`src/rtl/sha256_mem_pkg.sv`:
```
// Shared types and constants for the SHA-256 memory responder.
package sha256_mem_pkg;

    typedef logic [31:0] word_t;

    typedef enum logic [2:0] {
        LOAD,
        KICK,
        WAIT_BUSY,
        WAIT_DONE,
        DRAIN_RD,
        DRAIN_OUT
    } state_e;

    localparam int unsigned HASH_WORDS = 8;
    localparam word_t       BAD_READ   = 32'hDEADBEEF;

endpackage

```
`src/rtl/sha256_mem_responder_if.sv`:
```
// Host stream + SHA core memory port bundle. Optional err signal with SHA_RESP_BOUNDS_EN.
interface sha256_mem_responder_if;
    import sha256_mem_pkg::*;

    logic        in_valid;
    logic        in_ready;
    word_t       in_data;
    logic        out_valid;
    logic        out_ready;
    word_t       out_data;
    logic        out_last;
    logic        busy;
    logic [15:0] run_cycles;
    logic        sha_start;
    logic [15:0] message_addr;
    logic [15:0] output_addr;
    logic        sha_done;
    logic [15:0] mem_addr;
    logic        mem_we;
    word_t       mem_write_data;
    word_t       mem_read_data;
`ifdef SHA_RESP_BOUNDS_EN
    logic        err;
`endif

    // Responder side.
    modport slave (
`ifdef SHA_RESP_BOUNDS_EN
        output err,
`endif
        input  in_valid, in_data, out_ready, sha_done, mem_addr, mem_we, mem_write_data,
        output in_ready, out_valid, out_data, out_last, busy, run_cycles, sha_start,
        output message_addr, output_addr, mem_read_data
    );

    // Host and core side.
    modport master (
`ifdef SHA_RESP_BOUNDS_EN
        input  err,
`endif
        output in_valid, in_data, out_ready, sha_done, mem_addr, mem_we, mem_write_data,
        input  in_ready, out_valid, out_data, out_last, busy, run_cycles, sha_start,
        input  message_addr, output_addr, mem_read_data
    );

endinterface

```
`src/rtl/sha256_word_ram.sv`:
```
// Single-port DEPTH x 32 word RAM: synchronous write, registered read with read enable.
module sha256_word_ram
    import sha256_mem_pkg::*;
#(
    parameter int unsigned ADDR_W = 6
) (
    input  logic              clk,
    input  logic              reset_n,
    input  logic [ADDR_W-1:0] addr_i,
    input  logic              we_i,
    input  word_t             wdata_i,
    input  logic              re_i,
    output word_t             rdata_o
);

    localparam int unsigned Depth = 2 ** ADDR_W;

    word_t mem_q [Depth];
    word_t rdata_q, rdata_d;

    // Read samples the array before the same-edge write lands (read-before-write).
    always_comb begin
        rdata_d = rdata_q;
        if (re_i) rdata_d = mem_q[addr_i];
    end

    always_ff @(posedge clk) begin
        if (we_i) mem_q[addr_i] <= wdata_i;
    end

    always_ff @(posedge clk or negedge reset_n) begin
        if (!reset_n) rdata_q <= '0;
        else          rdata_q <= rdata_d;
    end

    assign rdata_o = rdata_q;

endmodule

```
`src/rtl/sha256_mem_responder.sv`:
```
// Host sequencer and memory responder for the SHA-256 core memory port.
// Define SHA_RESP_BOUNDS_EN to reject core accesses beyond DEPTH and expose a sticky err.
module sha256_mem_responder
    import sha256_mem_pkg::*;
#(
    parameter int unsigned ADDR_W       = 6,
    parameter int unsigned NUM_OF_WORDS = 20,
    parameter logic [15:0] MSG_BASE     = 16'd0,
    parameter logic [15:0] OUT_BASE     = 16'd32
) (
    input logic                   clk,
    input logic                   reset_n,
    sha256_mem_responder_if.slave bus
);

    state_e            state_q, state_d;
    logic [ADDR_W-1:0] cnt_q, cnt_d;
    logic [2:0]        idx_q, idx_d;
    logic [15:0]       run_q, run_d;
    logic              sha_start_q, sha_start_d;
    logic              out_valid_q, out_valid_d;
    logic              out_last_q, out_last_d;
    logic              busy_q, busy_d;
    logic              in_ready_q, in_ready_d;
    logic              core_rd_q, core_rd_d;
    word_t             hold_q, hold_d;

    logic              core_phase;
    logic              core_oob;
    logic              in_hs;
    word_t             core_rdata;
    word_t             mem_rdata;

    logic [ADDR_W-1:0] ram_addr;
    logic              ram_we;
    word_t             ram_wdata;
    logic              ram_re;
    word_t             ram_rdata;

    assign core_phase = (state_q == KICK) || (state_q == WAIT_BUSY) || (state_q == WAIT_DONE);
    assign in_hs      = bus.in_valid && in_ready_q;

`ifdef SHA_RESP_BOUNDS_EN
    logic err_q, err_d;
    logic oob_rd_q, oob_rd_d;

    assign core_oob   = |bus.mem_addr[15:ADDR_W];
    assign core_rdata = oob_rd_q ? BAD_READ : ram_rdata;
    assign bus.err    = err_q;
`else
    logic unused_addr_hi;

    assign unused_addr_hi = ^bus.mem_addr[15:ADDR_W];
    assign core_oob       = 1'b0;
    assign core_rdata     = ram_rdata;
`endif

    // Core sees fresh data only after a core-phase read; otherwise the last value is held.
    assign mem_rdata = core_rd_q ? core_rdata : hold_q;

    always_comb begin
        ram_addr  = bus.mem_addr[ADDR_W-1:0];
        ram_we    = 1'b0;
        ram_wdata = bus.mem_write_data;
        ram_re    = 1'b0;
        unique case (state_q)
            LOAD: begin
                ram_addr  = MSG_BASE[ADDR_W-1:0] + cnt_q;
                ram_we    = in_hs;
                ram_wdata = bus.in_data;
            end
            KICK, WAIT_BUSY, WAIT_DONE: begin
                ram_we = bus.mem_we && !core_oob;
                ram_re = 1'b1;
            end
            DRAIN_RD: begin
                ram_addr = OUT_BASE[ADDR_W-1:0] + ADDR_W'(idx_q);
                ram_re   = 1'b1;
            end
            default: ;
        endcase
    end

    always_comb begin
        state_d = state_q;
        cnt_d   = cnt_q;
        idx_d   = idx_q;
        run_d   = run_q;
        unique case (state_q)
            LOAD: begin
                if (in_hs) begin
                    if (cnt_q == ADDR_W'(NUM_OF_WORDS - 1)) begin
                        cnt_d   = '0;
                        state_d = KICK;
                    end else begin
                        cnt_d = cnt_q + 1'b1;
                    end
                end
            end
            KICK: begin
                run_d   = '0;
                state_d = WAIT_BUSY;
            end
            WAIT_BUSY: begin
                run_d = (run_q == 16'hFFFF) ? run_q : run_q + 16'd1;
                // sha_done idles high, so only a low level proves the core has started.
                if (!bus.sha_done) state_d = WAIT_DONE;
            end
            WAIT_DONE: begin
                run_d = (run_q == 16'hFFFF) ? run_q : run_q + 16'd1;
                if (bus.sha_done) begin
                    idx_d   = '0;
                    state_d = DRAIN_RD;
                end
            end
            DRAIN_RD: state_d = DRAIN_OUT;
            DRAIN_OUT: begin
                if (bus.out_ready) begin
                    if (idx_q == 3'(HASH_WORDS - 1)) begin
                        state_d = LOAD;
                    end else begin
                        idx_d   = idx_q + 3'd1;
                        state_d = DRAIN_RD;
                    end
                end
            end
            default: state_d = LOAD;
        endcase

        sha_start_d = (state_d == KICK);
        busy_d      = (state_d != LOAD);
        in_ready_d  = (state_d == LOAD);
        out_valid_d = (state_d == DRAIN_OUT);
        out_last_d  = (state_d == DRAIN_OUT) && (idx_d == 3'(HASH_WORDS - 1));
        core_rd_d   = core_phase;
        hold_d      = mem_rdata;
`ifdef SHA_RESP_BOUNDS_EN
        oob_rd_d    = core_phase && core_oob;
        err_d       = err_q || (core_phase && core_oob);
`endif
    end

    always_ff @(posedge clk or negedge reset_n) begin
        if (!reset_n) begin
            state_q     <= LOAD;
            cnt_q       <= '0;
            idx_q       <= '0;
            run_q       <= '0;
            sha_start_q <= 1'b0;
            busy_q      <= 1'b0;
            in_ready_q  <= 1'b0;
            out_valid_q <= 1'b0;
            out_last_q  <= 1'b0;
            core_rd_q   <= 1'b0;
            hold_q      <= '0;
`ifdef SHA_RESP_BOUNDS_EN
            oob_rd_q    <= 1'b0;
            err_q       <= 1'b0;
`endif
        end else begin
            state_q     <= state_d;
            cnt_q       <= cnt_d;
            idx_q       <= idx_d;
            run_q       <= run_d;
            sha_start_q <= sha_start_d;
            busy_q      <= busy_d;
            in_ready_q  <= in_ready_d;
            out_valid_q <= out_valid_d;
            out_last_q  <= out_last_d;
            core_rd_q   <= core_rd_d;
            hold_q      <= hold_d;
`ifdef SHA_RESP_BOUNDS_EN
            oob_rd_q    <= oob_rd_d;
            err_q       <= err_d;
`endif
        end
    end

    sha256_word_ram #(
        .ADDR_W (ADDR_W)
    ) u_ram (
        .clk     (clk),
        .reset_n (reset_n),
        .addr_i  (ram_addr),
        .we_i    (ram_we),
        .wdata_i (ram_wdata),
        .re_i    (ram_re),
        .rdata_o (ram_rdata)
    );

    assign bus.in_ready      = in_ready_q;
    assign bus.out_valid     = out_valid_q;
    // RAM output register is stable for the whole DRAIN_OUT stay.
    assign bus.out_data      = out_valid_q ? ram_rdata : '0;
    assign bus.out_last      = out_last_q;
    assign bus.busy          = busy_q;
    assign bus.run_cycles    = run_q;
    assign bus.sha_start     = sha_start_q;
    assign bus.message_addr  = MSG_BASE;
    assign bus.output_addr   = OUT_BASE;
    assign bus.mem_read_data = mem_rdata;

endmodule

```
`src/flat_wrapper.sv`:
```
// flat-port wrapper written by rule: the top's interface ports become plain ports
module sha256_mem_responder_flat import sha256_mem_pkg::*;
#(
    parameter int unsigned ADDR_W       = 6,
    parameter int unsigned NUM_OF_WORDS = 20,
    parameter logic [15:0] MSG_BASE     = 16'd0,
    parameter logic [15:0] OUT_BASE     = 16'd32
)
  (clk, reset_n, bus_in_valid, bus_in_data, bus_out_ready, bus_sha_done, bus_mem_addr, bus_mem_we, bus_mem_write_data, bus_in_ready, bus_out_valid, bus_out_data, bus_out_last, bus_busy, bus_run_cycles, bus_sha_start, bus_message_addr, bus_output_addr, bus_mem_read_data);
  sha256_mem_responder_if bus_i ();
  input logic clk;
  input logic reset_n;
  input wire logic [$bits(bus_i.in_valid)-1:0] bus_in_valid;
  input wire logic [$bits(bus_i.in_data)-1:0] bus_in_data;
  input wire logic [$bits(bus_i.out_ready)-1:0] bus_out_ready;
  input wire logic [$bits(bus_i.sha_done)-1:0] bus_sha_done;
  input wire logic [$bits(bus_i.mem_addr)-1:0] bus_mem_addr;
  input wire logic [$bits(bus_i.mem_we)-1:0] bus_mem_we;
  input wire logic [$bits(bus_i.mem_write_data)-1:0] bus_mem_write_data;
  output wire logic [$bits(bus_i.in_ready)-1:0] bus_in_ready;
  output wire logic [$bits(bus_i.out_valid)-1:0] bus_out_valid;
  output wire logic [$bits(bus_i.out_data)-1:0] bus_out_data;
  output wire logic [$bits(bus_i.out_last)-1:0] bus_out_last;
  output wire logic [$bits(bus_i.busy)-1:0] bus_busy;
  output wire logic [$bits(bus_i.run_cycles)-1:0] bus_run_cycles;
  output wire logic [$bits(bus_i.sha_start)-1:0] bus_sha_start;
  output wire logic [$bits(bus_i.message_addr)-1:0] bus_message_addr;
  output wire logic [$bits(bus_i.output_addr)-1:0] bus_output_addr;
  output wire logic [$bits(bus_i.mem_read_data)-1:0] bus_mem_read_data;
  assign bus_i.in_valid = bus_in_valid;
  assign bus_i.in_data = bus_in_data;
  assign bus_i.out_ready = bus_out_ready;
  assign bus_i.sha_done = bus_sha_done;
  assign bus_i.mem_addr = bus_mem_addr;
  assign bus_i.mem_we = bus_mem_we;
  assign bus_i.mem_write_data = bus_mem_write_data;
  assign bus_in_ready = bus_i.in_ready;
  assign bus_out_valid = bus_i.out_valid;
  assign bus_out_data = bus_i.out_data;
  assign bus_out_last = bus_i.out_last;
  assign bus_busy = bus_i.busy;
  assign bus_run_cycles = bus_i.run_cycles;
  assign bus_sha_start = bus_i.sha_start;
  assign bus_message_addr = bus_i.message_addr;
  assign bus_output_addr = bus_i.output_addr;
  assign bus_mem_read_data = bus_i.mem_read_data;
  sha256_mem_responder #(.ADDR_W(ADDR_W), .NUM_OF_WORDS(NUM_OF_WORDS), .MSG_BASE(MSG_BASE), .OUT_BASE(OUT_BASE)) u_core (.clk(clk), .reset_n(reset_n), .bus(bus_i));
endmodule
```
`config.mk`:
```
export PLATFORM = sky130hd
export DESIGN_NAME = sha256_mem_responder_flat
export DESIGN_NICKNAME = d
export VERILOG_FILES = /design/src/rtl/sha256_mem_pkg.sv /design/src/rtl/sha256_mem_responder_if.sv /design/src/rtl/sha256_word_ram.sv /design/src/rtl/sha256_mem_responder.sv /design/src/flat_wrapper.sv
export SDC_FILE = /design/constraint.sdc
export NUM_CORES = 2
export LEC_CHECK = 0
export ABC_AREA = 1
export CAP_MARGIN = 25
export CORE_MARGIN = 2
export CORE_UTILIZATION = 30
export DETAILED_ROUTE_END_ITERATION = 10
export SYNTH_ARGS = -nofsm -noshare
export SYNTH_HDL_FRONTEND = slang
export SYNTH_HIERARCHICAL = 1
export SYNTH_SLANG_ARGS = --single-unit
```
`constraint.sdc`:
```
create_clock -name clk -period 9.1 [get_ports clk]
set_input_delay 2.73 -clock clk [delete_from_list [all_inputs] [get_ports clk]]
set_output_delay 2.73 -clock clk [all_outputs]
set_load 0.01 [all_outputs]
```
==> reports/metrics.yaml <==
global_routing:
  antenna_found_initial: 14
  grt_usage: 0.161
  grt_remaining_overflow: 0
  grt_pass1_vias: 57100
  grt_start_max_net_pins: 203
  grt_pass1_wl_mm: 374
layout:
  fin_nets: 9293
  fillerInstances: 30100
  multi_input_area_um2: 25100
  seqCellArea_um2: 64000
  area_delta_synth_final_pct: 14.5
  layout-drive-gt1-share: 0.0677
setup_path:
  crit_start: "bus_mem_addr[1]"
  setup.worst_path.class: "input pin to register"
  critPathMaxFanout: 134
  reg2reg_from: "u_core/state_q[0]"
  r2r-end: "u_core/u_ram/rdata_o[23]"
  cp-endpoint: "u_core/u_ram/rdata_o[23]"
  rr_worst_depth: 18
  critPathRequiredTime_ns: 9.94
  crit_arrival_ns: 7.01
  startpoint_type: "input pin"
  ff2ff_setup_slack_ns: 4.18
  end_kind: "register"
pwr:
  seqPwrFrac: 0.365
  power.density_nw_per_um2: 340
  swShare: 0.410
  p_leak_nw: 43.2
  p_clk_frac: 0.243
  vdd.ir_drop.worst_v: 0.000345
  netSwitchingPower_mw: 14.6
  p_int_mw: 21.0
  power_frac_comb: 0.393
synth:
  async_flop_share: 0.0457
  synth_area_um2: 91200
  ys.flop_type: "edfxtp_1"
  ys_types: 33
  ys_ff_latch: 2146
  synth-edff-count: 2048
  synthTopCellsByArea: "edfxtp_1 (67%), nand2_1 (24%), dfrtp_1 (2.7%)"
  synth.avg_cell_area_um2: 10.0
  yosys.cell_count.top_type: "nand2_1"
  postSynthCellCount: 9102
  synth.largest_area_cell: "edfxtp_1"
  ys_warn_count: 6
  yosysSeqAreaShare: 0.701
  synth_common_cells: "nand2_1 (5908), edfxtp_1 (2048), buf_2 (202)"
  synth_top_area_share: 0.674
min_path:
  worstHoldPathType: "register to register"
clock_tree:
  cts_resized: 0
  cts_tree: "yes"
  clock-sinks: 2146
  cts_hold_buf: 0
  cts_root_buf: "clkbuf_16"
  cts_made_buffers: 216
  worstSkewPairLatency_ns: 0.90
  clkTransAtPathRegs_ns: 0.06
  clk_path_buf_depth: 4
  post-cts-setup-buffers: 0
  h-tree-depth: 4
floorplanning:
  start_util: 0.301
  boundaryPins: 203
  coreArea_um2: 303000
  die_x_um: 555
  die-area_um2: 308000
  rows: 202
  die_h_um: 555
timing:
  setup_tns_ns: 0
  period_needed_ns: 6.16
  hold_slack_ns: 0.473
  rsz0062_at_grt: "no"
  setup_ws_ns: 2.94
  worst_slew_pin_slew_ns: 1.15
  hold_violations: 0
  max_freq_ghz: 0.162
  period_share: 0.677
  slew_headroom: 0.233
  fin_skew_ns: 0.111
  setup_viol: 0
  maxSlewViolCount: 0
detailed_routing:
  post_drt_wl_per_cell_um: 19.0
  wl_mm: 254
  firstDrtPassIters: 6
  via_per_inst: 4.59
  dr.first_iter.drc_count: 5852
  drc: 0
  ant_nets: 0
  vias: 61200
place:
  hpwl_mm: 133
  place_ws_ns: 2.07
  io_buffers: 160
  routabilityCongestion: 0.832
run:
  drv_cap: 0
outcome:
  status: "finished clean"
==> area by class of cell <==
| cell class | instances | share of cell area |
|---|---|---|
| clock inverters | 95 | 0.00860 |
| well taps | 3978 | 0.0476 |
| inverters | 165 | 0.00614 |
| repair buffers | 329 | 0.0292 |
| clock buffers | 283 | 0.0557 |
| multi-input cells | 6346 | 0.240 |
| flip-flops and latches | 2146 | 0.612 |
| diodes | 3 | 0.0000719 |
==> metal layers <==
layer  global-route usage  vias up  part of all wire
met5                    0        -                 0
met4               0.0697        0             0.044
met3               0.0224      386             0.074
met2                0.262     2140              0.46
met1                0.213    29300              0.42
li1                     -    29400                 -
==> worst min path at each step <==
stage,start,end,slack (ns),cells after the start
CTS,u_core/cnt_q[5],u_core/cnt_q[5],0.47,1
floorplan,u_core/cnt_q[5],u_core/cnt_q[5],0.44,1
finish,u_core/cnt_q[5],u_core/cnt_q[5],0.47,1
global placement,u_core/cnt_q[5],u_core/cnt_q[5],0.46,1
global route,u_core/cnt_q[5],u_core/cnt_q[5],0.48,1
detailed placement,u_core/cnt_q[5],u_core/cnt_q[5],0.47,1
==> worst max-delay path, cell delays in order <==
cell,delay (ns)
clkdlybuf4s50_1,0.39
nand2_1,0.07
o211ai_1,0.08
buf_4,0.25
inv_8,0.56
buf_12,0.60
buf_4,0.90
nand2_1,0.11
nand2_1,0.10
nand2_1,0.05
nand2_1,0.11
nand2_1,0.06
nand2_1,0.09
nor2_1,0.06
nand3_1,0.37
nand2_1,0.09
inv_1,0.06
==> state kept, by name, summed over array words and instances (netlist names) <==
register and count:
u_core/hold_q 32, u_core/core_rd_q 1, u_core/bus.busy 1, u_core/bus.out_last 1, u_core/state_q 3, u_core/u_ram/mem_q 2048
u_core/cnt_q 6, u_core/idx_q 3, u_core/bus.in_ready 1, u_core/bus.sha_start 1, u_core/u_ram/rdata_o 32, u_core/bus.run_cycles 16
u_core/bus.out_valid 1
==> cells in the final DEF, fill, tap and decap left out, types with 68 or more instances in the layout <==
master and count:
clkbuf_16 217, buf_4 156, inv_1 160, edfxtp_1 2048, nand3_1 85, nand2_1 5874
nor2_4 68, nor2_1 105, clkdlybuf4s50_1 159, dfrtp_1 96
==> cells by family after synthesis <==
| logic type | count (synthesis) | synth area share |
|---|---|---|
| flops | 2146 | 0.701 |
| fa+ha+maj | 3 | 0.000412 |
| mux | 32 | 0.00395 |
| xor+xnor | 5 | 0.000480 |
| buf+inv | 640 | 0.0319 |
| other cells | 2 | 0.0000823 |
| simple gates | 6217 | 0.258 |
| compound gates | 57 | 0.00358 |
==> power groups by stage <==
stage	Sequential, mW	Clock (mW)	Combinational [mW]
after global placement	13.2	0	13.9
after detailed placement	13.2	0	13.9
after global routing	13.0	9.12	15.4
after CTS	13.0	8.76	14.0
final	13.0	8.62	14.0
after floorplan	13.1	0	8.59
==> per-stage QoR <==
| step | instance area, µm² | utilization | std cells | total power [mW] |
|---|---|---|---|---|
| after detailed placement | 97700 | 0.323 | 13000 | 27.1 |
| after global placement | 97700 | 0.323 | 13000 | 27.0 |
| after CTS | 104000 | 0.345 | 13300 | 35.7 |
| after global routing | 104000 | 0.345 | 13300 | 37.5 |
| after floorplan | 91300 | - | 9132 | 21.7 |
| final | 104000 | 0.345 | 13300 | 35.5 |
Power figures use the tool's default switching activity.
